## src/rtl/alu_cmd_sequencer.sv

```systemverilog
// Streams buffered commands into the combinational 5-bit ALU; result valid SETTLE+1 cycles after issue.
// cmd_ready drops while the FIFO is full or in reset; a captured result holds until res_ready.
module alu_cmd_sequencer #(
  parameter int DEPTH  = 4,
  parameter int SETTLE = 1
) (
  input  logic                     clk,
  input  logic                     reset,
  input  logic                     cmd_valid,
  output logic                     cmd_ready,
  input  logic [4:0]               cmd_a,
  input  logic [4:0]               cmd_b,
  input  logic [1:0]               cmd_sel,
  output logic [4:0]               alu_a,
  output logic [4:0]               alu_b,
  output logic [1:0]               alu_sel,
  input  logic [4:0]               alu_out,
  output logic                     res_valid,
  input  logic                     res_ready,
  output logic [4:0]               res_data,
  output logic [1:0]               res_sel,
  output logic [$clog2(DEPTH):0]   level,
  output logic                     busy
);

  localparam int AW = $clog2(DEPTH);
  localparam int LW = AW + 1;
  localparam int CW = (SETTLE > 1) ? $clog2(SETTLE) : 1;

  typedef enum logic [1:0] {IDLE, DRIVE, RESULT} state_t;

  typedef struct packed {
    logic [4:0] a;
    logic [4:0] b;
    logic [1:0] sel;
  } cmd_t;

  state_t        state_q, state_d;
  cmd_t          mem_q [DEPTH];
  cmd_t          head;
  logic [AW-1:0] wr_ptr_q, rd_ptr_q;
  logic [LW-1:0] level_q, level_d;
  logic [CW-1:0] cnt_q, cnt_d;
  logic [4:0]    alu_a_q, alu_a_d, alu_b_q, alu_b_d;
  logic [1:0]    alu_sel_q, alu_sel_d;
  logic          res_valid_q, res_valid_d;
  logic [4:0]    res_data_q, res_data_d;
  logic [1:0]    res_sel_q, res_sel_d;
  logic          push, pop, full;

  // No pass-through: a full FIFO refuses even when a pop happens on the same edge.
  assign full      = (level_q == LW'(DEPTH));
  assign cmd_ready = !full && !reset;
  assign push      = cmd_valid && cmd_ready;
  assign head      = mem_q[rd_ptr_q];

  always_ff @(posedge clk) begin
    if (push) begin
      mem_q[wr_ptr_q] <= {cmd_a, cmd_b, cmd_sel};
    end
  end

  always_comb begin
    state_d     = state_q;
    cnt_d       = cnt_q;
    alu_a_d     = alu_a_q;
    alu_b_d     = alu_b_q;
    alu_sel_d   = alu_sel_q;
    res_valid_d = res_valid_q;
    res_data_d  = res_data_q;
    res_sel_d   = res_sel_q;
    pop         = 1'b0;
    case (state_q)
      IDLE: begin
        if (level_q != '0) begin
          pop       = 1'b1;
          alu_a_d   = head.a;
          alu_b_d   = head.b;
          alu_sel_d = head.sel;
          cnt_d     = CW'(SETTLE - 1);
          state_d   = DRIVE;
        end
      end
      DRIVE: begin
        if (cnt_q != '0) begin
          cnt_d = cnt_q - 1'b1;
        end else begin
          res_data_d  = alu_out;
          res_sel_d   = alu_sel_q;
          res_valid_d = 1'b1;
          state_d     = RESULT;
        end
      end
      RESULT: begin
        if (res_valid_q && res_ready) begin
          res_valid_d = 1'b0;
          // Back-to-back issue: the next command is loaded on the handshake edge.
          if (level_q != '0) begin
            pop       = 1'b1;
            alu_a_d   = head.a;
            alu_b_d   = head.b;
            alu_sel_d = head.sel;
            cnt_d     = CW'(SETTLE - 1);
            state_d   = DRIVE;
          end else begin
            state_d = IDLE;
          end
        end
      end
      default: state_d = IDLE;
    endcase
  end

  always_comb begin
    level_d = level_q;
    if (push && !pop) begin
      level_d = level_q + 1'b1;
    end else if (pop && !push) begin
      level_d = level_q - 1'b1;
    end
  end

  always_ff @(posedge clk) begin
    if (reset) begin
      state_q     <= IDLE;
      wr_ptr_q    <= '0;
      rd_ptr_q    <= '0;
      level_q     <= '0;
      cnt_q       <= '0;
      alu_a_q     <= '0;
      alu_b_q     <= '0;
      alu_sel_q   <= '0;
      res_valid_q <= 1'b0;
      res_data_q  <= '0;
      res_sel_q   <= '0;
    end else begin
      state_q     <= state_d;
      if (push) wr_ptr_q <= wr_ptr_q + 1'b1;
      if (pop)  rd_ptr_q <= rd_ptr_q + 1'b1;
      level_q     <= level_d;
      cnt_q       <= cnt_d;
      alu_a_q     <= alu_a_d;
      alu_b_q     <= alu_b_d;
      alu_sel_q   <= alu_sel_d;
      res_valid_q <= res_valid_d;
      res_data_q  <= res_data_d;
      res_sel_q   <= res_sel_d;
    end
  end

  assign alu_a     = alu_a_q;
  assign alu_b     = alu_b_q;
  assign alu_sel   = alu_sel_q;
  assign res_valid = res_valid_q;
  assign res_data  = res_data_q;
  assign res_sel   = res_sel_q;
  assign level     = level_q;
  assign busy      = (state_q != IDLE) || (level_q != '0);

endmodule
```

## config.mk

```make
export PLATFORM = sky130hd
export DESIGN_NAME = alu_cmd_sequencer
export DESIGN_NICKNAME = d
export VERILOG_FILES = /design/src/rtl/alu_cmd_sequencer.sv
export SDC_FILE = /design/constraint.sdc
export NUM_CORES = 1
export LEC_CHECK = 0
export ABC_AREA = 0
export CELL_PAD_IN_SITES_DETAIL_PLACEMENT = 0
export CELL_PAD_IN_SITES_GLOBAL_PLACEMENT = 1
export CORE_MARGIN = 8
export CORE_UTILIZATION = 46
export CTS_BUF_LIST = sky130_fd_sc_hd__clkbuf_8
export DETAILED_ROUTE_END_ITERATION = 7
export PLACE_DENSITY = 0.88
export SETUP_SLACK_MARGIN = 0.3
export SLEW_MARGIN = 15
export SYNTH_ARGS = -nofsm -noshare
export SYNTH_HDL_FRONTEND = slang
export SYNTH_SLANG_ARGS = --single-unit
```

## constraint.sdc

```tcl
create_clock -name clk -period 2.6 [get_ports clk]
set_input_delay 0.52 -clock clk [delete_from_list [all_inputs] [get_ports clk]]
set_output_delay 0.52 -clock clk [all_outputs]
set_load 0.02 [all_outputs]
```

## After elaboration in Yosys (flattened, before gate mapping)

Memories as Yosys holds them, arrays and structs flattened. A register that Yosys moved wholly into a read port is not among the register bits.
Index checks and enable logic that the tools add are counted.

| storage, ports and cells | value |
|---|---|
| bits of input ports | 21 |
| memory bits (writable) | 48 |
| memories kept | 1 |
| output and inout port bits | 25 |
| register bits | 30 |
| logic and storage cells | 76 |

Memories:

| name | depth | width | read ports | clocked after memory_dff | wr ports | line | RTL |
|---|---|---|---|---|---|---|---|
| mem_q | 4 | 12 | 1 | 1 | 1 | 39 | `cmd_t mem_q [DEPTH];` |

| operators by class | value |
|---|---|
| equality and inequality tests | 6 |
| $add $sub $neg | 5 |
| reduce and logical (&&, ||, !) cells | 22 |
| muxes and demuxes | 30 |
| bitwise logic cells | 1 |

Operators with widths:

| operator | count |
|---|---|
| 5-bit 2-to-1 mux | 4 |
| 5-bit one-hot mux with 2 select lines | 2 |
| 2-bit 2-to-1 mux | 7 |
| 1-bit 2-to-1 mux | 10 |
| 2-bit nonzero test | 4 |
| 3-bit 2-to-1 mux | 2 |
| 2-bit inequality test, second input constant | 3 |
| 2-bit one-hot mux with 3 select lines | 1 |
| 2-bit AND reduction | 3 |
| 3-bit AND reduction | 2 |
| 3-bit nonzero test | 2 |
| 1-bit logical AND | 5 |
| 2-bit by 1-bit adder with 2-bit output, second input constant | 2 |
| 1-bit zero test | 4 |
| 1-bit one-hot mux with 2 select lines | 2 |
| 2-bit one-hot mux with 2 select lines | 1 |
| 3-bit by 1-bit adder with 3-bit output, second input constant | 1 |
| 3-bit == test, second input constant | 1 |
| 1-bit one-hot mux with 3 select lines | 1 |
| 3-bit by 1-bit subtractor with 3-bit output, second input constant | 1 |
| 2-bit by 1-bit == test with 1-bit output, second input constant | 1 |
| 2-bit == test, second input constant | 1 |
| 2-bit zero test | 1 |
| 1-bit logical OR | 1 |
| 2 further kinds | 2 |

## Logic depth before layout (Yosys ltp)

Gate-level depths: netlist (run 1).

| depth | value |
|---|---|
| depth after elaboration | 8 |
| mapped depth | 9 |
| mapped depth without buffers | 8 |

## Worst setup path before layout (run 1)

OpenSTA, ideal clock, no wires.

| timing path | value |
|---|---|
| kind | register to register |
| start | register level_q[0], in the netlist level[0] |
| end | register level_q[2], in the netlist level[2] |
| path buffers | 0 |
| library setup time | 70 ps |
| path slack | 331 ps |
| data arrival time | 2198 ps |
| required time | 2530 ps |
| stages on the path, launching flop included | 9 |
| period minus slack after synthesis | 2269 ps |
| path through | dfxtp_1 > nor3b_1 > nor3b_2 > ha_1 > inv_1 > fa_1 > xor2_1 > or3_1 > a21oi_1 |

| on the way | value |
|---|---|
| word-level cells in the longest chain between the ends | 7 |
| elaborated cells between the ends (all ways) | 17 |
| classes of those cells | add/sub (2); eq/ne (1); mux (5); reduce/logical (9) |

RTL lines:

| item | line | RTL |
|---|---|---|
| start: declaration | 42 | `logic [LW-1:0] level_q, level_d;` |
| start signal: assignment | 140 | `level_q <= level_d;` |
| 3-bit == test (*) | 52 | `assign full = (level_q == LW'(DEPTH));` |
| 1-bit zero test (*) | 53 | `assign cmd_ready = !full && !reset;` |
| 1-bit logical AND (*) | 53 |  |
| 1-bit logical AND (*) | 54 | `assign push = cmd_valid && cmd_ready;` |
| via push | 49 | `logic push, pop, full;` |
| 1-bit zero test | 118 | `end else if (pop && !push) begin` |
| 1-bit logical AND | 118 |  |
| 2-bit nonzero test (no source line) | -- |  |

Mark *: on every way through the listed nets, which the timed path passes. The rest lies on a longest branch. The select of a mux whose other input is x is not followed.
A chain may end at the register's enable or synchronous reset.

## Final worst setup path (run 1)

| timing path | value |
|---|---|
| start | register level_q[2], in the netlist level[2] |
| end | output cmd_ready |

| on the way | value |
|---|---|
| word-level cells in the longest chain between the ends | 3 |

RTL lines:

| item | line | RTL |
|---|---|---|
| 3-bit == test | 52 |  |
| 1-bit zero test | 53 |  |
| 1-bit logical AND | 53 |  |
| end: declaration | 10 | `output logic cmd_ready,` |

Every way passes these cells.

==> results of run 1 <==
cells by family after synthesis:
group,share of synthesized area
flip-flops,0.667
multiplexers,0.110
XOR/XNOR,0.00566
AND/OR/NAND/NOR,0.0930
buffers and inverters,0.0251
AO/OA/AOI/OAI,0.0732
adder cells (fa/ha/maj),0.0267
registers in the layout, indices dropped and copies added, names as in the netlist, named ones only:
signal and count:
state_q 2, alu_b 5, wr_ptr_q 2, mem_q 48
res_sel 2, res_valid 1, level 3, alu_sel 2
alu_a 5, res_data 5, rd_ptr_q 2
Yosys cell counts (all sizes together) (4+ instances only):
library cell	count
nand2	15
o31ai	12
inv	4
edfxtp	48
dfxtp	31
mux2	4
and2	4
buf	6
mux4	12
clkbuf	8
nor2	8
a21oi	21
nand4	12
ha	5
report_power, final:
part	internal [mW]	switching (mW)	leakage, nW	total (mW)
Sequential	1.55	0.158	0.690	1.71
Combinational	0.692	0.752	0.560	1.44
Clock	0.453	0.464	0.101	0.918
Total	2.70	1.37	1.35	4.07
final cells by class:
class	instances	area [µm²]	area share
multi-input cells	116	958	0.247
inverters	4	15.0	0.00386
flip-flops and latches	79	2060	0.530
repair buffers	59	551	0.142
clock inverters	7	77.6	0.0200
clock buffers	9	124	0.0319
well taps	80	100	0.0257
metrics by stage:
stage	hold slack, ns	instances	total power, mW	setup slack, ns	util
6_report	0.461	354	4.07	0.376	0.585
5_1_grt	0.482	354	4.32	0.238	0.585
4_1_cts	0.460	354	4.13	0.321	0.586
3_5_place_dp	0.448	338	3.20	0.0284	0.555
3_3_place_gp	0.441	338	3.18	0.0850	0.555
2_1_floorplan	0.475	213	2.63	0.331	-
worst max path at each step:
stage | from | endpoint | slack, ns | cells after the start
2_1_floorplan | level[0] | level[2] | 0.33 | 8
3_3_place_gp | res_ready | level[2] | 0.08 | 9
3_5_place_dp | res_ready | level[2] | 0.03 | 9
4_1_cts | level[1] | busy | 0.32 | 3
5_1_grt | level[2] | cmd_ready | 0.24 | 3
6_report | level[2] | cmd_ready | 0.38 | 3
metal layers:
layer | track usage | share of wire | vias to the layer above
li1 | - | - | 923
met4 | 0.0755 | 0.013 | 0
met5 | 0 | 0 | -
met1 | 0.147 | 0.45 | 909
met3 | 0.0398 | 0.056 | 6
met2 | 0.199 | 0.48 | 43
tightest hold or removal path: cells and delay by family, from the launching register on:
kind            cells  cell delay, ns
flops               1            0.31
simple gates        1            0.05
compound gates      1            0.05
==> results_dict.tcl, run 1 <==
set metrics [dict create \
    status "completed" \
    initial_core_util 0.466 \
    synth_flop_cell "edfxtp_1" \
    cts_inserted_buffers 9 \
    final.setup.tns_ns 0 \
    vdd_drop_max_mv 0.371 \
    layout_commonest_cell "edfxtp_1" \
    syn_area_mm2 0.00309 \
    diodes 0 \
    post_cts_buffers 0 \
    worst_pin_slew_ns 0.952 \
    dieWidth_um 98 \
    viasPerCell 5.31 \
    synth_seq_cells 79 \
    tritoncts "yes" \
    slew_headroom 0.364 \
    cp.arrival_ns 1.70 \
    areaGrowthSynthToFinish_pct 25.7 \
    fin_nets 296 \
    critical_path_class "register to output port" \
    endpoint_kind "output port" \
    dieArea_mm2 0.00960 \
    netlist_instances 213 \
    fmax_ghz 0.450 \
    synth.avg_cell_area_um2 14.5 \
    ys_warn_count 0 \
    synth_edf_count 48 \
    rsz0062_at_grt "yes" \
    clk-insertion-delay-late_ns 0.35 \
    cp_slowest_cell "clkdlybuf4s50_1" \
    whs_path_depth 2 \
    grt_pass1_vias 1951 \
    finalClockSkew_ns 0.00944 \
    r2r_start "level[1]" \
    clk_pin_slew_ns 0.08 \
    drtAntennaViolNets 0 \
    critPathMaxStageDelay_ns 0.55 \
    p_leak_nw 1.35 \
    maxCapViolations 0 \
    synth.largest_area_cell "edfxtp_1" \
    fin_area_mm2 0.00389 \
    n_fill_cell 535 \
    min_from "res_data[2]" \
    grt_pass1_wl_mm 9.46 \
    slew_viol_final 0 \
    cts_resized 3 \
    routed_wl_mm 5.78 \
    hold_class "register to register" \
    period_minus_slack_ns 2.22 \
    htreeDepth 3 \
    synthArstFlopShare 0 \
    r2r_cells 8 \
    rows 30 \
    startpoint_type "register" \
    num_vias 1881 \
    setup_viol 0 \
    dp_hpwl_mm 3.90 \
    grtUsageTotal 0.126 \
    core-area_mm2 0.00664 \
    numClockSinks 79 \
    yosysUniqueCellTypes 33 \
    port_buffers 45 \
    place_congestion 0.711 \
    wl_per_cell_um 16.3 \
    powerDensity_mw_per_mm2 1050 \
    antenna_found_initial 0 \
    period_share 0.855 \
    layout.cells.most_common_list "edfxtp_1, clkdlybuf4s50_1, dfxtp_1" \
    dr.pass1.iters 4 \
    r2r_end "level[2]" \
    overflow 0 \
    cp.required_ns 2.08 \
    fp.dieH_um 98 \
    clock_path_buffers 2 \
    io_pins 46 \
    ctsHoldBuffers 0 \
    first_iter_violations 89 \
    drive_above_1_share 0.179 \
    root_buffer "clkbuf_8" \
    post-route-drc-count 0 \
    cp_num_buf_inv 1 \
    path_max_fanout 6 \
    critical-path-top-delay-family "buffers and inverters" \
    crit_chain "nor3b_1, nor2_1, clkdlybuf4s50_1" \
    min_to "res_data[2]" \
    synth.area.top_cells "edfxtp_1, dfxtp_1, mux4_2" \
    ff2ff_setup_slack_ns 0.42 \
    place_area_mm2 0.00369 \
    hold_viol 0 \
    synth_nets 240 \
    grt_max_degree 32 \
    synth_top_area_frac 0.466 \
    ys_seq_area_frac 0.667 \
]
No activity file was read; power rests on OpenSTA's default activity.
==> inputs of run 2 (changes only) <==
--- a/config.mk
+++ b/config.mk
@@ -6,13 +6,11 @@
 export NUM_CORES = 1
 export LEC_CHECK = 0
 export ABC_AREA = 0
-export CELL_PAD_IN_SITES_DETAIL_PLACEMENT = 0
-export CELL_PAD_IN_SITES_GLOBAL_PLACEMENT = 1
 export CORE_MARGIN = 8
-export CORE_UTILIZATION = 46
+export CORE_UTILIZATION = 55
 export CTS_BUF_LIST = sky130_fd_sc_hd__clkbuf_8
 export DETAILED_ROUTE_END_ITERATION = 7
-export PLACE_DENSITY = 0.88
+export PLACE_DENSITY = 0.87
 export SETUP_SLACK_MARGIN = 0.3
 export SLEW_MARGIN = 15
 export SYNTH_ARGS = -nofsm -noshare
==> results_dict.tcl, run 2 (synthesis results as in run 1) <==
set metrics [dict create \
    wl_per_cell_um 16.6 \
    clock_path_buffers 2 \
    root_buffer "clkbuf_8" \
    drive_above_1_share 0.193 \
    powerDensity_mw_per_mm2 1040 \
    crit_chain "clkdlybuf4s50_1, a21bo_2, nand3_2, ha_2, inv_1, fa_1, xor2_1, or3_1, a21oi_1" \
    vdd_drop_max_mv 0.476 \
    slew_headroom 0.381 \
    overflow 0 \
    dieArea_mm2 0.00828 \
    slew_viol_final 0 \
    initial_core_util 0.565 \
    cp.arrival_ns 2.51 \
    hold_viol 0 \
    viasPerCell 5.54 \
    num_vias 1922 \
    port_buffers 45 \
    htreeDepth 3 \
    place_congestion 0.729 \
    grt-busiest-layer "met2" \
    worst_pin_slew_ns 0.926 \
    period_share 0.858 \
    rows 27 \
    drtAntennaViolNets 0 \
    fin_area_mm2 0.00389 \
    grt_max_degree 32 \
    areaGrowthSynthToFinish_pct 25.7 \
    hold_class "register to register" \
    diodes 0 \
    gr-usage-met2 0.248 \
    met1_usage 0.168 \
    n_fill_cell 379 \
    critical_path_class "input pin to register" \
    cp-startpoint "res_ready" \
    period_minus_slack_ns 2.23 \
    tritoncts "yes" \
    grt_pass1_wl_mm 9.76 \
    regMostFlops "mem_q" \
    place_inst 330 \
    core-area_mm2 0.00547 \
    rsz0062_at_grt "yes" \
    dieWidth_um 91.0 \
    final_util 0.711 \
    post-route-drc-count 0 \
    dp_hpwl_mm 4.06 \
    finalClockSkew_ns 0.00703 \
    cts_inserted_buffers 9 \
    clk-insertion-delay-late_ns 0.35 \
    grt_pass1_vias 2065 \
    place_area_mm2 0.00368 \
    path_max_fanout 2 \
    numClockSinks 79 \
    gr-usage-met3 0.0403 \
    ctsHoldBuffers 0 \
    fin_nets 297 \
    multi_input_area_um2 966 \
    min_from "res_data[4]" \
    worst_slack_ns 0.368 \
    layout_commonest_cell "edfxtp_1" \
    area.sequential_mm2 0.00206 \
    antenna_found_initial 0 \
    cp.required_ns 2.88 \
    grtUsageTotal 0.150 \
    dr.pass1.iters 4 \
    routed_wl_mm 5.76 \
    cp_slowest_cell "clkdlybuf4s50_1" \
    setup_viol 0 \
    critPathMaxStageDelay_ns 0.43 \
    endpoint_kind "register" \
    maxCapViolations 0 \
    place_ws_ns -0.0239 \
    first_iter_violations 61 \
    fp.dieH_um 91.0 \
    layout.cells.most_common_list "edfxtp_1, clkdlybuf4s50_1, dfxtp_1" \
    finalNonFillerCells 347 \
    largest_register_ffs 48 \
    r2r_start "level[0]" \
    status "completed" \
    fmax_ghz 0.448 \
    startpoint_type "input pin" \
    clk_pin_slew_ns 0.08 \
    p_leak_nw 1.35 \
    io_pins 46 \
]
-- run 2: cell types whose count changed in the layout (fill, tap and decap cells not counted), sizes merged --
cell	change
buf	+1
clkinv	+1
clkinvlp	+1
inv	-2
-- run 2: where the power goes --
part           switching, mW  internal [mW]
Clock                  0.435          0.444
Combinational          0.774          0.703
Sequential             0.148           1.55
Total                   1.36           2.70
-- run 2: worst paths after layout --
| path | to | slack, ns | cells past startpoint |
|---|---|---|---|
| min | res_data[4] | 0.46 | 2 |
| max reg2reg | level[2] | 0.43 | 8 |
| max | level[2] | 0.37 | 9 |
| min reg2reg | res_data[4] | 0.46 | 2 |
-- run 2: what timing repair did --
action / 4_1_cts / 5_1_grt
setup endpoints to repair: 2 / 2
gates resized for setup: 3 / 4
pin swaps: 0 / 2
buffers inserted: 0 / 1
-- run 2: through the flow --
stage / TNS (ns) / power, mW / hold slack (ns)
2_1_floorplan: 0 / 2.63 / 0.475
3_3_place_gp: 0 / 3.15 / 0.442
3_5_place_dp: -0.0239 / 3.21 / 0.451
4_1_cts: 0 / 4.10 / 0.462
5_1_grt: 0 / 4.29 / 0.494
6_report: 0 / 4.06 / 0.464
-- run 2: critical path: cells and delay by family --
| family | cells | cell delay (ns) |
|---|---|---|
| AOI/OAI and AO/OA | 2 | 0.36 |
| buffers and inverters | 2 | 0.49 |
| adders and majority gates | 2 | 0.57 |
| and+or+nand+nor | 2 | 0.39 |
| xor gates and xnor gates | 1 | 0.18 |
-- run 2: metal layers --
| metal | wire length (µm) | share of wire |
|---|---|---|
| met3 | 320 | 0.056 |
| met4 | 140 | 0.024 |
| met1 | 2450 | 0.42 |
| met2 | 2850 | 0.50 |
| met5 | 0 | 0 |
-- run 2: final cells by class --
type	instances	area share
Inverter	4	0.00386
Sequential cell	79	0.531
Clock buffer	9	0.0319
Tap cell	72	0.0232
Multi-Input combinational cell	116	0.248
Clock inverter	7	0.0187
Timing Repair Buffer	60	0.144
